==> src/rtl/vga_writer_pkg.sv <==
// Timing defaults, register map, bit positions and colour-bar table for vga_pixel_writer.
package vga_writer_pkg;

    localparam int unsigned H_ACTIVE = 640;
    localparam int unsigned H_FP     = 16;
    localparam int unsigned H_SYNC   = 96;
    localparam int unsigned H_BP     = 48;
    localparam int unsigned V_ACTIVE = 480;
    localparam int unsigned V_FP     = 10;
    localparam int unsigned V_SYNC   = 2;
    localparam int unsigned V_BP     = 33;

    localparam int unsigned H_TOTAL  = H_ACTIVE + H_FP + H_SYNC + H_BP;
    localparam int unsigned V_TOTAL  = V_ACTIVE + V_FP + V_SYNC + V_BP;
    localparam int unsigned HS_START = H_ACTIVE + H_FP;
    localparam int unsigned HS_END   = HS_START + H_SYNC;
    localparam int unsigned VS_START = V_ACTIVE + V_FP;
    localparam int unsigned VS_END   = VS_START + V_SYNC;
    localparam int unsigned HCNT_W   = $clog2(H_TOTAL);
    localparam int unsigned VCNT_W   = $clog2(V_TOTAL);

    localparam int unsigned FIFO_DEPTH = 16;
    localparam int unsigned RGB_W      = 24;
    localparam logic [RGB_W-1:0] BLANK_RGB = 24'h000000;

    typedef enum logic [1:0] {
        ADDR_PIXEL  = 2'd0,
        ADDR_CTRL   = 2'd1,
        ADDR_STATUS = 2'd2
    } addr_e;

    localparam int unsigned CTRL_EN_BIT   = 0;
    localparam int unsigned CTRL_CLR_BIT  = 1;
    localparam int unsigned CTRL_TP_BIT   = 2;
    localparam int unsigned ST_LEVEL_W    = 9;
    localparam int unsigned ST_UF_BIT     = 9;
    localparam int unsigned ST_OF_BIT     = 10;
    localparam int unsigned ST_VBLANK_BIT = 11;

    typedef struct packed {
        logic [7:0] r;
        logic [7:0] g;
        logic [7:0] b;
    } rgb_t;

    localparam int unsigned BAR_COUNT = 8;
    localparam int unsigned BAR_W     = H_ACTIVE / BAR_COUNT;

    // Eight equal-width vertical bars, bar index found by threshold compare rather than division.
    function automatic rgb_t bar_colour(input logic [HCNT_W-1:0] h);
        logic [2:0] idx;
        rgb_t       c;
        idx = 3'd0;
        for (int unsigned i = 1; i < BAR_COUNT; i++) begin
            if (h >= HCNT_W'(i * BAR_W)) idx = 3'(i);
        end
        unique case (idx)
            3'd0:    c = rgb_t'(24'hFFFFFF);
            3'd1:    c = rgb_t'(24'hFFFF00);
            3'd2:    c = rgb_t'(24'h00FFFF);
            3'd3:    c = rgb_t'(24'h00FF00);
            3'd4:    c = rgb_t'(24'hFF00FF);
            3'd5:    c = rgb_t'(24'hFF0000);
            3'd6:    c = rgb_t'(24'h0000FF);
            default: c = rgb_t'(24'h000000);
        endcase
        return c;
    endfunction

endpackage

==> src/rtl/vga_pixel_writer_fifo.sv <==
// Synchronous pixel FIFO; push while full is accepted only when a pop frees a slot in the same cycle.
module pixel_fifo
    import vga_writer_pkg::*;
#(
    parameter int unsigned WIDTH = RGB_W,
    parameter int unsigned DEPTH = FIFO_DEPTH
) (
    input  logic                  clk,
    input  logic                  reset,
    input  logic                  push_i,
    input  logic [WIDTH-1:0]      push_data_i,
    input  logic                  pop_i,
    output logic [WIDTH-1:0]      head_o,
    output logic                  full_o,
    output logic                  empty_o,
    output logic [ST_LEVEL_W-1:0] level_o
);

    localparam int unsigned PTR_W = $clog2(DEPTH);
    localparam int unsigned CNT_W = PTR_W + 1;

    logic [WIDTH-1:0] mem_q [DEPTH];
    logic [PTR_W-1:0] wr_ptr_q, wr_ptr_d;
    logic [PTR_W-1:0] rd_ptr_q, rd_ptr_d;
    logic [CNT_W-1:0] count_q, count_d;
    logic             push_ok_c;
    logic             pop_ok_c;

    assign empty_o = (count_q == '0);
    assign full_o  = (count_q == CNT_W'(DEPTH));
    assign head_o  = mem_q[rd_ptr_q];
    assign level_o = ST_LEVEL_W'(count_q);

    always_comb begin
        pop_ok_c  = pop_i && !empty_o;
        push_ok_c = push_i && (!full_o || pop_ok_c);
        wr_ptr_d  = wr_ptr_q;
        rd_ptr_d  = rd_ptr_q;
        count_d   = count_q;
        if (push_ok_c) wr_ptr_d = wr_ptr_q + PTR_W'(1);
        if (pop_ok_c)  rd_ptr_d = rd_ptr_q + PTR_W'(1);
        case ({push_ok_c, pop_ok_c})
            2'b10:   count_d = count_q + CNT_W'(1);
            2'b01:   count_d = count_q - CNT_W'(1);
            default: count_d = count_q;
        endcase
    end

    always_ff @(posedge clk) begin
        if (reset) begin
            wr_ptr_q <= '0;
            rd_ptr_q <= '0;
            count_q  <= '0;
        end else begin
            wr_ptr_q <= wr_ptr_d;
            rd_ptr_q <= rd_ptr_d;
            count_q  <= count_d;
        end
    end

    // Storage needs no reset: nothing is read past the count.
    always_ff @(posedge clk) begin
        if (push_ok_c) mem_q[wr_ptr_q] <= push_data_i;
    end

endmodule

==> src/rtl/vga_pixel_writer.sv <==
// Avalon-MM write slave feeding a VGA DAC from a pixel FIFO, with its own sync/blank timing.
// Optional colour-bar generator enabled by defining VGA_WRITER_TESTPATTERN_EN.
module vga_pixel_writer
    import vga_writer_pkg::*;
(
    input  logic             clk,
    input  logic             reset,
    input  logic             pix_en,
    input  logic             chipselect,
    input  logic             write,
    input  logic             read,
    input  logic [1:0]       address,
    input  logic [RGB_W-1:0] writedata,
    output logic [RGB_W-1:0] readdata,
    output logic [7:0]       VGA_R,
    output logic [7:0]       VGA_G,
    output logic [7:0]       VGA_B,
    output logic             VGA_HS,
    output logic             VGA_VS,
    output logic             VGA_BLANK_n
);

    logic [HCNT_W-1:0] hcnt_q, hcnt_d;
    logic [VCNT_W-1:0] vcnt_q, vcnt_d;
    logic              enable_q, enable_d;
    logic              uf_q, uf_d;
    logic              of_q, of_d;
    rgb_t              rgb_q, rgb_d;
    logic              hs_q, hs_d;
    logic              vs_q, vs_d;
    logic              blank_n_q, blank_n_d;
    logic [RGB_W-1:0]  readdata_q, readdata_d;

    addr_e                 addr_c;
    logic                  push_c, pop_c, ctrl_wr_c;
    logic                  active_c, slot_c, vblank_c;
    logic                  uf_set_c, of_set_c;
    logic                  tp_c;
    rgb_t                  pattern_rgb_c;
    logic [RGB_W-1:0]      fifo_head;
    logic                  fifo_full, fifo_empty;
    logic [ST_LEVEL_W-1:0] fifo_level;

`ifdef VGA_WRITER_TESTPATTERN_EN
    logic tp_q, tp_d;

    always_comb begin
        tp_d = tp_q;
        if (ctrl_wr_c) tp_d = writedata[CTRL_TP_BIT];
    end

    always_ff @(posedge clk) begin
        if (reset) tp_q <= 1'b0;
        else       tp_q <= tp_d;
    end

    assign tp_c          = tp_q;
    assign pattern_rgb_c = bar_colour(hcnt_q);
`else
    assign tp_c          = 1'b0;
    assign pattern_rgb_c = rgb_t'(BLANK_RGB);
`endif

    // Bus decode and per-slot pop/underflow/overflow qualifiers.
    always_comb begin
        addr_c    = addr_e'(address);
        push_c    = chipselect && write && (addr_c == ADDR_PIXEL);
        ctrl_wr_c = chipselect && write && (addr_c == ADDR_CTRL);
        active_c  = (hcnt_q < HCNT_W'(H_ACTIVE)) && (vcnt_q < VCNT_W'(V_ACTIVE));
        vblank_c  = (vcnt_q >= VCNT_W'(V_ACTIVE));
        slot_c    = enable_q && pix_en;
        pop_c     = slot_c && active_c && !tp_c && !fifo_empty;
        uf_set_c  = slot_c && active_c && !tp_c && fifo_empty;
        of_set_c  = push_c && fifo_full && !pop_c;
    end

    pixel_fifo #(
        .WIDTH (RGB_W),
        .DEPTH (FIFO_DEPTH)
    ) u_fifo (
        .clk         (clk),
        .reset       (reset),
        .push_i      (push_c),
        .push_data_i (writedata),
        .pop_i       (pop_c),
        .head_o      (fifo_head),
        .full_o      (fifo_full),
        .empty_o     (fifo_empty),
        .level_o     (fifo_level)
    );

    always_comb begin
        hcnt_d     = hcnt_q;
        vcnt_d     = vcnt_q;
        enable_d   = enable_q;
        uf_d       = uf_q | uf_set_c;
        of_d       = of_q | of_set_c;
        rgb_d      = rgb_q;
        hs_d       = hs_q;
        vs_d       = vs_q;
        blank_n_d  = blank_n_q;
        readdata_d = readdata_q;

        if (ctrl_wr_c) begin
            enable_d = writedata[CTRL_EN_BIT];
            if (writedata[CTRL_CLR_BIT]) begin
                uf_d = 1'b0;
                of_d = 1'b0;
            end
        end

        if (!enable_q) begin
            hcnt_d    = '0;
            vcnt_d    = '0;
            rgb_d     = '0;
            hs_d      = 1'b1;
            vs_d      = 1'b1;
            blank_n_d = 1'b0;
        end else if (pix_en) begin
            // All four VGA outputs are formed from the same pre-advance counter state.
            blank_n_d = active_c;
            hs_d      = !((hcnt_q >= HCNT_W'(HS_START)) && (hcnt_q < HCNT_W'(HS_END)));
            vs_d      = !((vcnt_q >= VCNT_W'(VS_START)) && (vcnt_q < VCNT_W'(VS_END)));
            if (!active_c)       rgb_d = '0;
            else if (tp_c)       rgb_d = pattern_rgb_c;
            else if (!fifo_empty) rgb_d = rgb_t'(fifo_head);
            else                 rgb_d = rgb_t'(BLANK_RGB);

            if (hcnt_q == HCNT_W'(H_TOTAL - 1)) begin
                hcnt_d = '0;
                vcnt_d = (vcnt_q == VCNT_W'(V_TOTAL - 1)) ? '0 : vcnt_q + VCNT_W'(1);
            end else begin
                hcnt_d = hcnt_q + HCNT_W'(1);
            end
        end

        if (chipselect && read) begin
            readdata_d = '0;
            unique case (addr_c)
                ADDR_CTRL: begin
                    readdata_d[CTRL_EN_BIT] = enable_q;
                    readdata_d[CTRL_TP_BIT] = tp_c;
                end
                ADDR_STATUS: begin
                    readdata_d[ST_LEVEL_W-1:0] = fifo_level;
                    readdata_d[ST_UF_BIT]      = uf_q;
                    readdata_d[ST_OF_BIT]      = of_q;
                    readdata_d[ST_VBLANK_BIT]  = vblank_c;
                end
                default: readdata_d = '0;
            endcase
        end
    end

    always_ff @(posedge clk) begin
        if (reset) begin
            hcnt_q     <= '0;
            vcnt_q     <= '0;
            enable_q   <= 1'b0;
            uf_q       <= 1'b0;
            of_q       <= 1'b0;
            rgb_q      <= '0;
            hs_q       <= 1'b1;
            vs_q       <= 1'b1;
            blank_n_q  <= 1'b0;
            readdata_q <= '0;
        end else begin
            hcnt_q     <= hcnt_d;
            vcnt_q     <= vcnt_d;
            enable_q   <= enable_d;
            uf_q       <= uf_d;
            of_q       <= of_d;
            rgb_q      <= rgb_d;
            hs_q       <= hs_d;
            vs_q       <= vs_d;
            blank_n_q  <= blank_n_d;
            readdata_q <= readdata_d;
        end
    end

    assign VGA_R       = rgb_q.r;
    assign VGA_G       = rgb_q.g;
    assign VGA_B       = rgb_q.b;
    assign VGA_HS      = hs_q;
    assign VGA_VS      = vs_q;
    assign VGA_BLANK_n = blank_n_q;
    assign readdata    = readdata_q;

endmodule

==> config.mk <==
export PLATFORM = sky130hd
export DESIGN_NAME = vga_pixel_writer
export DESIGN_NICKNAME = d
export VERILOG_FILES = /design/src/rtl/vga_writer_pkg.sv /design/src/rtl/vga_pixel_writer_fifo.sv /design/src/rtl/vga_pixel_writer.sv
export SDC_FILE = /design/constraint.sdc
export NUM_CORES = 1
export LEC_CHECK = 0
export ABC_AREA = 1
export BUFFER_PORTS_ARGS = -buffer_cell sky130_fd_sc_hd__buf_2
export CORE_UTILIZATION = 40
export DETAILED_ROUTE_END_ITERATION = 7
export HOLD_SLACK_MARGIN = 0.02
export PLACE_DENSITY_LB_ADDON = 0.08
export SLEW_MARGIN = 10
export SYNTH_ARGS = -nofsm -noshare
export SYNTH_HDL_FRONTEND = slang
export SYNTH_SLANG_ARGS = --single-unit
export TNS_END_PERCENT = 10
==> constraint.sdc <==
create_clock -name clk -period 7.31 [get_ports clk]
set_input_delay 1.462 -clock clk [delete_from_list [all_inputs] [get_ports clk]]
set_output_delay 1.462 -clock clk [all_outputs]
set_load 0.01 [all_outputs]
Word-level counts from Yosys, hierarchy flattened
Memories as Yosys holds them, arrays and structs flattened. A register that Yosys moved wholly into a read port is not among the register bits.
Cells that the tools add are included.
{ "op_classes": {"add_sub_neg": 6, "order_cmp": 7, "eq_ne": 7, "mux": 17, "n_bitwise": 3, "reduce_logical": 26} }
{ "ops": {"columns": ["operator", "n"], "rows": [
  ["24-bit two-way mux", 2],
  ["10-bit by 1-bit adder with 10-bit output, second input constant", 2],
  ["10-bit equality test, second input constant", 2],
  ["10-bit by 9-bit >= comparator with 1-bit output, second input constant", 2],
  ["10-bit less-than comparator, second input constant", 2],
  ["10-bit by 9-bit less-than comparator with 1-bit output, second input constant", 2],
  ["10-bit two-way mux", 2],
  ["1-bit logical AND", 15],
  ["10-bit >= comparator, second input constant", 1],
  ["5-bit case mux with 2 select lines", 1],
  ["9-bit two-way mux", 1],
  ["4-bit by 1-bit adder with 4-bit output, second input constant", 2],
  ["1-bit two-way mux", 8],
  ["4-bit two-way mux", 2],
  ["5-bit by 1-bit adder with 5-bit output, second input constant", 1],
  ["5-bit equality test, second input constant", 1],
  ["1-bit logical NOT", 5],
  ["5-bit logical NOT", 1],
  ["5-bit by 1-bit subtractor with 5-bit output, second input constant", 1],
  ["2-bit by 1-bit equality test with 1-bit output, second input constant", 2],
  ["2-bit equality test, second input constant", 2],
  ["2-bit logical NOT", 1],
  ["1-bit bitwise OR", 2],
  ["1-bit case mux with 2 select lines", 1],
  ["other kinds (5)", 5]
]} }
{ "word_totals": {"register_bits": 75, "mem_bits_rw": 384, "in_bits": 32, "output_inout_bits": 51, "elab_cells": 82, "n_memories": 1} }
{ "memory_table": {"columns": ["memory", "depth", "width", "read_ports", "rd_ports_with_merged_regs", "wr", "line_no", "source"], "rows": [
  ["u_fifo.mem_q", 16, 24, 1, 1, 1, "vga_pixel_writer_fifo.sv:22", "logic [WIDTH-1:0] mem_q [DEPTH];"]
]} }

Longest topological paths before layout
Gate-level depths: netlist (run 1).
{ "depth": {"ltp_word": 9, "ltp_mapped": 18, "mapped_depth_nobuf": 18} }

Modules after synthesis
Synthesis (run 1) repeated with hierarchy kept, for this count alone.
{ "hier_totals": {"cells_unflattened": 1799, "area_unflattened_um2": 19611.3} }
{ "by_module_without_submodules": {"columns": ["mod", "instances", "cells_each", "area_each_um2", "seq_area_each_um2"], "rows": [
  ["pixel_fifo", 1, 1348, 16542.1, 11871.4],
  ["vga_pixel_writer", 1, 451, 3069.2, 1241.2]
]} }

Least setup slack after synthesis (run 1)
OpenSTA, ideal clock, no wires.
{ "synth_path": {"kind": "input-to-reg", "startpoint": "input pix_en", "endpoint": "memory u_fifo.mem_q[11][0] (netlist name), enable pin", "setup_time_ps": 405, "arrival_ps": 3430, "t_required_ps": 6905, "slack_ps": 3475, "cell_stages": 9, "n_path_buf": 1, "path_cell_list": "buf_2 -> nand2_1 -> nor2_8 -> nand2_4 -> nand2_2 -> inv_2 -> nor2_8 -> nand3_1 -> nor2_1"} }
{ "synth_between": {"elab_chain_cells": 8} }
{ "synth_rtl": {"columns": ["element", "line_no", "source"], "rows": [
  ["start, declared", "vga_pixel_writer.sv:8", "input logic pix_en,"],
  ["1-bit logical AND", "vga_pixel_writer.sv:71", "slot_c = enable_q && pix_en;"],
  ["1-bit logical AND (2 in a row)", "vga_pixel_writer.sv:72", "pop_c = slot_c && active_c && !tp_c && !fifo_empty;"],
  ["1-bit logical AND", "vga_pixel_writer_fifo.sv:35", "pop_ok_c = pop_i && !empty_o;"],
  ["1-bit logical OR", "vga_pixel_writer_fifo.sv:36", "push_ok_c = push_i && (!full_o || pop_ok_c);"],
  ["1-bit logical AND", "vga_pixel_writer_fifo.sv:36", null],
  ["1-bit two-way mux", "vga_pixel_writer_fifo.sv:63", "if (push_ok_c) mem_q[wr_ptr_q] <= push_data_i;"],
  ["1-bit two-way mux (not written as such)", "vga_pixel_writer_fifo.sv:63", null],
  ["end, declared", "vga_pixel_writer_fifo.sv:22", null]
]} }
Every way passes these cells.

Worst setup path in the final report (run 1)
{ "layout_path": {"startpoint": "input pix_en", "endpoint": "memory u_fifo.mem_q[12][18] (netlist name), enable pin"} }
The elaborated chain is that of the path after synthesis.

==> reports/metrics.yaml, run 1 <==
status: "finished clean"
critPathMaxFanout: 24
syn-mean-instance-area_sq_um: 12.5
top_level_ports: 83
busiest_layer: "met1"
cts_tree: "done"
worst_ep_arrival_time_ns: 3.49
grt_setup_unrepaired: "false"
synthArstFlopShare_pct: 0
power.leakage_nw: 7.00
post_synth_xor_area_fraction_pct: 0.327
route.antenna.remaining_nets: 0
post_cts.repair.setup_buffers: 0
grt_max_degree: 118
synth-seq-area-share_pct: 69.4
post_synth_fa_ha_maj_area_fraction_pct: 0.867
nFillCells: 4225
grt_first_pass_wirelength_um: 70900
power.ir.vdd_worst_mv: 0.144
clock_power_share_pct: 45.0
hp-class: "reg2reg"
internal-power_w: 0.00430
use_met3_pct: 2.59
finalWirelength_um: 48300
post-route-min-period_ns: 3.30
power_density_mw_per_mm2: 254
worst_setup_path_start_kind: "input pin"
drt_pass1_iterations: 5
drt-initial-drc-count: 928
avgViaCountPerCell: 5.12
synth.largest_area_cell: "sky130_fd_sc_hd__edfxtp_1"
fmax_ghz: 0.303
cts_resized: 0
remaining_drc_errors: 0
antenna_found_initial: 1
timing.max_slew.rel_slack_pct: 36.9
fin_clk_skew_ns: 0.0125
gpl.final_weighted_congestion: 0.819
cp_data_required_time_ns: 7.50
synth_top_flop_cell: "sky130_fd_sc_hd__edfxtp_1"
final-hold-violation-count: 0
synth-compound-area-share_pct: 12.6
p_sw_share_pct: 20.4
finalSetupViolCount: 0
h-tree-depth: 2
synth_mux_area_share_pct: 5.12
final_area_sq_mm: 0.0212
p_comb_share_pct: 2.4
combinational_family_with_the_most_area_after_synthesis: "compound AO/OA/AOI/OAI gates"
worst_pin_slew_ns: 0.947
synthesis.area_sq_mm: 0.0188
timing.setup.critical_path_class: "in2reg"
chipWidth_um: 219
vias: 11300
layout_worst_path_cycle_share_pct: 45.1
critPathCaptureType: "flip-flop"
first_global_vias: 10600
average_detailed_routed_wire_length_per_instance_um: 21.9
clkLatencyLatePin_ns: 0.58
cts_buffers: 50
floorplan.rows: 79
netlist_instances: 1500
overflow: 0
synth_enable_flop_cells: 384
floorplan_die_height_um: 219
yosysUniqueCellTypes: 48
grt.met1_usage_pct: 31.5
clkSinkCount: 459
area_growth_syn_to_layout_pct: 13.2
drv_slew: 0
post-synth-top-area-fraction_pct: 61.4
yosysWarnings: 0
placed_cell_area_sq_mm: 0.0197
ys_seq_elements: 459
overall_global_routing_resource_usage_pct: 20.5
final_layout_size_suffix_gt1_share_pct: 12.4
start_util_pct: 40.4
net-switching-power_w: 0.00110
die_area_sq_mm: 0.0478
netlist_top_cells_area: "sky130_fd_sc_hd__edfxtp_1 61%, sky130_fd_sc_hd__dfxtp_1 8.0%, sky130_fd_sc_hd__o21ai_0 5.4%, sky130_fd_sc_hd__mux2i_1 5.1%, sky130_fd_sc_hd__a21oi_1 3.9%"
detailedPlacementHpwl_um: 29700
cts.path.max_buffers: 3
groute.layer.met2.usage_pct: 30.6
number_of_max_cap_violations: 0
most_common_cell_after_layout_fill_and_taps_aside: "sky130_fd_sc_hd__edfxtp_1"
clock_tree.root_cell: "sky130_fd_sc_hd__clkbuf_16"
post_synth_and_or_nand_nor_area_fraction_pct: 5.87
seq_power_share_pct: 52.6
layout.cells.most_common_list: "384 x sky130_fd_sc_hd__edfxtp_1, 203 x sky130_fd_sc_hd__o21ai_0, 148 x sky130_fd_sc_hd__a21oi_1"
timing.setup.tns_ns: 0
cts_hold_repair.buffers: 0
placement.io_buffers: 66
core_area_sq_mm: 0.0465
clk_pin_slew_ns: 0.05
final_net_count: 1598
==> kinds of logic after synthesis <==
family                   Yosys count
adder cells (fa/ha/maj)           13
AO/OA/AOI/OAI                    439
other                              1
AND/OR/NAND/NOR                  237
XOR/XNOR                           7
multiplexers                      96
buffers and inverters            248
flip-flops                       459
==> critical path: stages <==
cell and delay, ns:
sky130_fd_sc_hd__buf_2 0.19, sky130_fd_sc_hd__nand2_1 0.16, sky130_fd_sc_hd__nor2_8 0.21, sky130_fd_sc_hd__nand2_4 0.10, sky130_fd_sc_hd__nand2_2 0.09, sky130_fd_sc_hd__inv_2 0.06, sky130_fd_sc_hd__nor2_8 0.16, sky130_fd_sc_hd__nand2_1 0.29
sky130_fd_sc_hd__nor2_4 0.74
==> metal layers <==
| metal | routed length [um] | part of all wire (%) |
|---|---|---|
| met5 | 0 | 0 |
| met4 | 686 | 1.4 |
| met3 | 2350 | 4.9 |
| met2 | 21100 | 44 |
| met1 | 24100 | 50 |
==> per-stage QoR <==
stage	instances	setup slack (ns)	util (%)	total power (W)	hold WS, ns
global placement	2108	3.46	42.3	0.00303	0.450
CTS	2201	4.03	45.7	0.00545	0.464
floorplan	1515	3.47	-	0.00295	0.436
detailed placement	2108	3.41	42.3	0.00303	0.455
finish	2202	4.01	45.7	0.00540	0.462
global route	2201	3.87	45.7	0.00556	0.483
==> final timing paths <==
path                          endpoint  cells past startpoint  slack (ns)      start
hold reg to reg               VGA_R[0]                      2        0.46   VGA_R[0]
hold / removal                VGA_R[0]                      2        0.46   VGA_R[0]
setup reg to reg              VGA_B[2]                      8        4.30  flip-flop
setup / recovery  u_fifo.mem_q[12][18]                      9        4.01     pix_en
==> layout make-up <==
class / count / area, sq um / area share (%)
multi-input combinational: 808 / 4830 / 22.7
timing repair buffer: 79 / 440 / 2.07
tap: 607 / 759 / 3.58
inverter: 155 / 584 / 2.75
sequential: 459 / 13000 / 61.4
clock buffer: 80 / 1510 / 7.10
antenna: 1 / 2.50 / 0.0118
clock inverter: 13 / 76.3 / 0.359
==> power by group through the flow <==
| stage | sequential [W] | combinational [W] | clock, W |
|---|---|---|---|
| 6_report | 0.00284 | 0.000131 | 0.00243 |
| 4_1_cts | 0.00284 | 0.000133 | 0.00248 |
| 2_1_floorplan | 0.00290 | 0.0000582 | 0 |
| 5_1_grt | 0.00284 | 0.000143 | 0.00257 |
| 3_5_place_dp | 0.00290 | 0.000133 | 0 |
| 3_3_place_gp | 0.00290 | 0.000131 | 0 |
==> cell usage after synthesis, types with 5 or more instances <==
cell	count
sky130_fd_sc_hd__nor3b_1	5
sky130_fd_sc_hd__inv_1	146
sky130_fd_sc_hd__nand3_1	18
sky130_fd_sc_hd__ha_1	13
sky130_fd_sc_hd__nor2_1	56
sky130_fd_sc_hd__inv_2	6
sky130_fd_sc_hd__buf_4	26
sky130_fd_sc_hd__o21ai_1	29
sky130_fd_sc_hd__o221ai_1	10
sky130_fd_sc_hd__nand2_1	119
sky130_fd_sc_hd__clkbuf_1	40
sky130_fd_sc_hd__edfxtp_1	384
sky130_fd_sc_hd__o211ai_1	25
sky130_fd_sc_hd__buf_2	20
sky130_fd_sc_hd__nor3_1	6
sky130_fd_sc_hd__o22ai_1	14
sky130_fd_sc_hd__dfxtp_1	75
sky130_fd_sc_hd__mux2i_1	96
sky130_fd_sc_hd__o21ai_0	203
sky130_fd_sc_hd__a21oi_1	148
sky130_fd_sc_hd__nand4_1	6
sky130_fd_sc_hd__nand2_2	8
==> registers in the layout (all words and copies together) (netlist names), named ones only <==
register	count
VGA_R	8
VGA_VS	1
VGA_B	8
u_fifo.mem_q	384
readdata	8
u_fifo.wr_ptr_q	4
u_fifo.count_q	5
uf_q	1
enable_q	1
vcnt_q	10
VGA_HS	1
VGA_BLANK_n	1
hcnt_q	10
of_q	1
u_fifo.rd_ptr_q	4
VGA_G	8
No activity file was read; power rests on OpenSTA's default activity.
==> run 2: changes to the inputs <==
- clock period: 7.31 -> 3.1 ns (I/O delays scaled with it)
==> run 2 against run 1 <==
- worst hold slack got worse by 0.086 ns
- largest power group unchanged
- highest routed layer unchanged
- cell count increased by 1.5%
- register-to-register slack got worse by 3.6 ns
- combinational power increased by 130%
- critical path type is now reg2reg
- routed wire length decreased by 3.7%
- non-clock buffer count increased by 33
- cell area increased by 2.7%
- flip-flop and latch count unchanged
- via count increased by 0.69%
- first-iteration DRC count decreased by 20%
- count of clock-buffer cells in the layout decreased by 17
==> reports/metrics.yaml, run 2 (synthesis gave the netlist of run 1 again) <==
status: "finished clean"
timing.max_slew.rel_slack_pct: 43.2
clock_tree.root_cell: "sky130_fd_sc_hd__clkbuf_16"
antenna_cells_inserted: 0
finalSetupViolCount: 0
antenna_found_initial: 0
p_comb_share_pct: 2.3
timing.setup.tns_ns: 0
largest_register_ff_count: 384
clkSinkCount: 459
largestRegisters: "u_fifo.mem_q x384, hcnt_q x10, vcnt_q x10"
avgViaCountPerCell: 5.08
cts_buffers: 50
post_cts.repair.setup_buffers: 0
seq_power_share_pct: 51.3
power.ir.vdd_worst_mv: 0.570
timing.hold.ws_ns: 0.377
stdcell_count: 2234
worst_hold_path.endpoint: "enable_q"
design_power_total_w: 0.0131
post-route-min-period_ns: 2.41
placement.io_buffers: 66
final_net_count: 1631
overall_global_routing_resource_usage_pct: 19.8
gpl.final_weighted_congestion: 0.800
clkLatencyLatePin_ns: 0.58
finalWirelength_um: 46500
cts.path.max_buffers: 3
cts_tree: "done"
timing.setup.critical_path_class: "reg2reg"
r2r.worst_path.cells: 12
grt_first_pass_wirelength_um: 69200
chipWidth_um: 219
cts_resized: 0
layout.cells.most_common_list: "384 x sky130_fd_sc_hd__edfxtp_1, 203 x sky130_fd_sc_hd__o21ai_0, 148 x sky130_fd_sc_hd__a21oi_1"
hold_path_depth: 3
average_detailed_routed_wire_length_per_instance_um: 20.8
worst_pin_slew_ns: 0.847
overflow: 0
drt-initial-drc-count: 739
drv_slew: 0
net-switching-power_w: 0.00265
reg2reg_slack_ns: 0.69
clock_power_share_pct: 46.4
nFillCells: 4182
critPathCaptureType: "flip-flop"
multi_input_comb_area_sq_mm: 0.00483
internal-power_w: 0.0104
min-delay-start: "write"
regToRegEndpoint: "u_fifo.mem_q[13][6]"
cts_hold_repair.buffers: 0
vias: 11400
top_register: "u_fifo.mem_q"
cp_data_required_time_ns: 3.38
p_sw_share_pct: 20.3
place.detailed.instances: 2141
most_common_cell_after_layout_fill_and_taps_aside: "sky130_fd_sc_hd__edfxtp_1"
die_area_sq_mm: 0.0478
drt_pass1_iterations: 5
grt_max_degree: 86
regArea_sq_mm: 0.0130
fin_clk_skew_ns: 0.00944
number_of_max_cap_violations: 0
h-tree-depth: 2
detailedPlacementHpwl_um: 28900
grt_setup_unrepaired: "false"
power_density_mw_per_mm2: 599
fmax_ghz: 0.416
final-hold-violation-count: 0
floorplan.rows: 79
critPathMaxFanout: 18
remaining_drc_errors: 0
power.leakage_nw: 7.30
worst_setup_path_start_kind: "flip-flop"
clk_pin_slew_ns: 0.06
route.antenna.remaining_nets: 0
final_layout_size_suffix_gt1_share_pct: 14.6
hp-class: "in2reg"
start_util_pct: 40.4
floorplan_die_height_um: 219
layout_worst_path_cycle_share_pct: 77.6
worst_ep_arrival_time_ns: 2.69
core_area_sq_mm: 0.0465
first_global_vias: 10900
regToRegStartpoint: "vcnt_q[5]"
area_growth_syn_to_layout_pct: 16.2
top_level_ports: 83
==> run 2: layer usage <==
metal  track usage [%]  wire, um  vias to the layer above
met5                 0         0                        -
met2              31.6     21900                      212
met3              3.38      1810                       62
li1                  -         -                     5543
met4              5.83      1090                        0
met1              27.5     21700                     5539
==> run 2: power groups by stage <==
| stage | Clock, W | Combinational [W] | Sequential, W |
|---|---|---|---|
| 2_1_floorplan | 0 | 0.000137 | 0.00683 |
| 3_3_place_gp | 0 | 0.000302 | 0.00683 |
| 3_5_place_dp | 0 | 0.000305 | 0.00683 |
| 4_1_cts | 0.00620 | 0.000305 | 0.00670 |
| 5_1_grt | 0.00642 | 0.000330 | 0.00669 |
| 6_report | 0.00606 | 0.000299 | 0.00670 |
==> run 2: cell type report <==
type / count / share of cell area (%)
Tap cell: 607 / 3.48
Clock buffer: 63 / 6.35
Clock inverter: 30 / 1.34
Timing Repair Buffer: 112 / 4.19
Sequential cell: 459 / 59.8
Inverter: 155 / 2.68
Multi-Input combinational cell: 808 / 22.2
==> run 2: worst max path at each step <==
stage	startpoint	end	slack, ns	cells after the start
detailed placement	pix_en	u_fifo.mem_q[13][15]	0.32	10
CTS	vcnt_q[5]	u_fifo.mem_q[13][6]	0.66	12
finish	vcnt_q[5]	u_fifo.mem_q[13][6]	0.69	12
global placement	pix_en	u_fifo.mem_q[13][10]	0.37	10
global route	vcnt_q[7]	u_fifo.mem_q[13][6]	0.52	12
floorplan	pix_en	u_fifo.mem_q[11][0]	0.11	9
==> run 2: through the flow <==
stage               util (%)  setup WS [ns]  area, sq um
global placement        43.3          0.372        20100
detailed placement      43.3          0.316        20100
CTS                     46.9          0.658        21800
floorplan                  -          0.107        18800
global route            46.9          0.522        21800
finish                  46.9          0.694        21800
==> run 2: critical path, cell delays in order (launching register included) <==
cell	delay [ns]
sky130_fd_sc_hd__dfxtp_1	0.35
sky130_fd_sc_hd__nand2_2	0.09
sky130_fd_sc_hd__inv_2	0.05
sky130_fd_sc_hd__nand2_4	0.09
sky130_fd_sc_hd__nand3_4	0.11
sky130_fd_sc_hd__nor2_8	0.17
sky130_fd_sc_hd__nand2_4	0.10
sky130_fd_sc_hd__nand2_2	0.08
sky130_fd_sc_hd__inv_2	0.06
sky130_fd_sc_hd__nor2_8	0.16
sky130_fd_sc_hd__nand2_1	0.29
sky130_fd_sc_hd__nor2_4	0.34
sky130_fd_sc_hd__buf_12	0.21
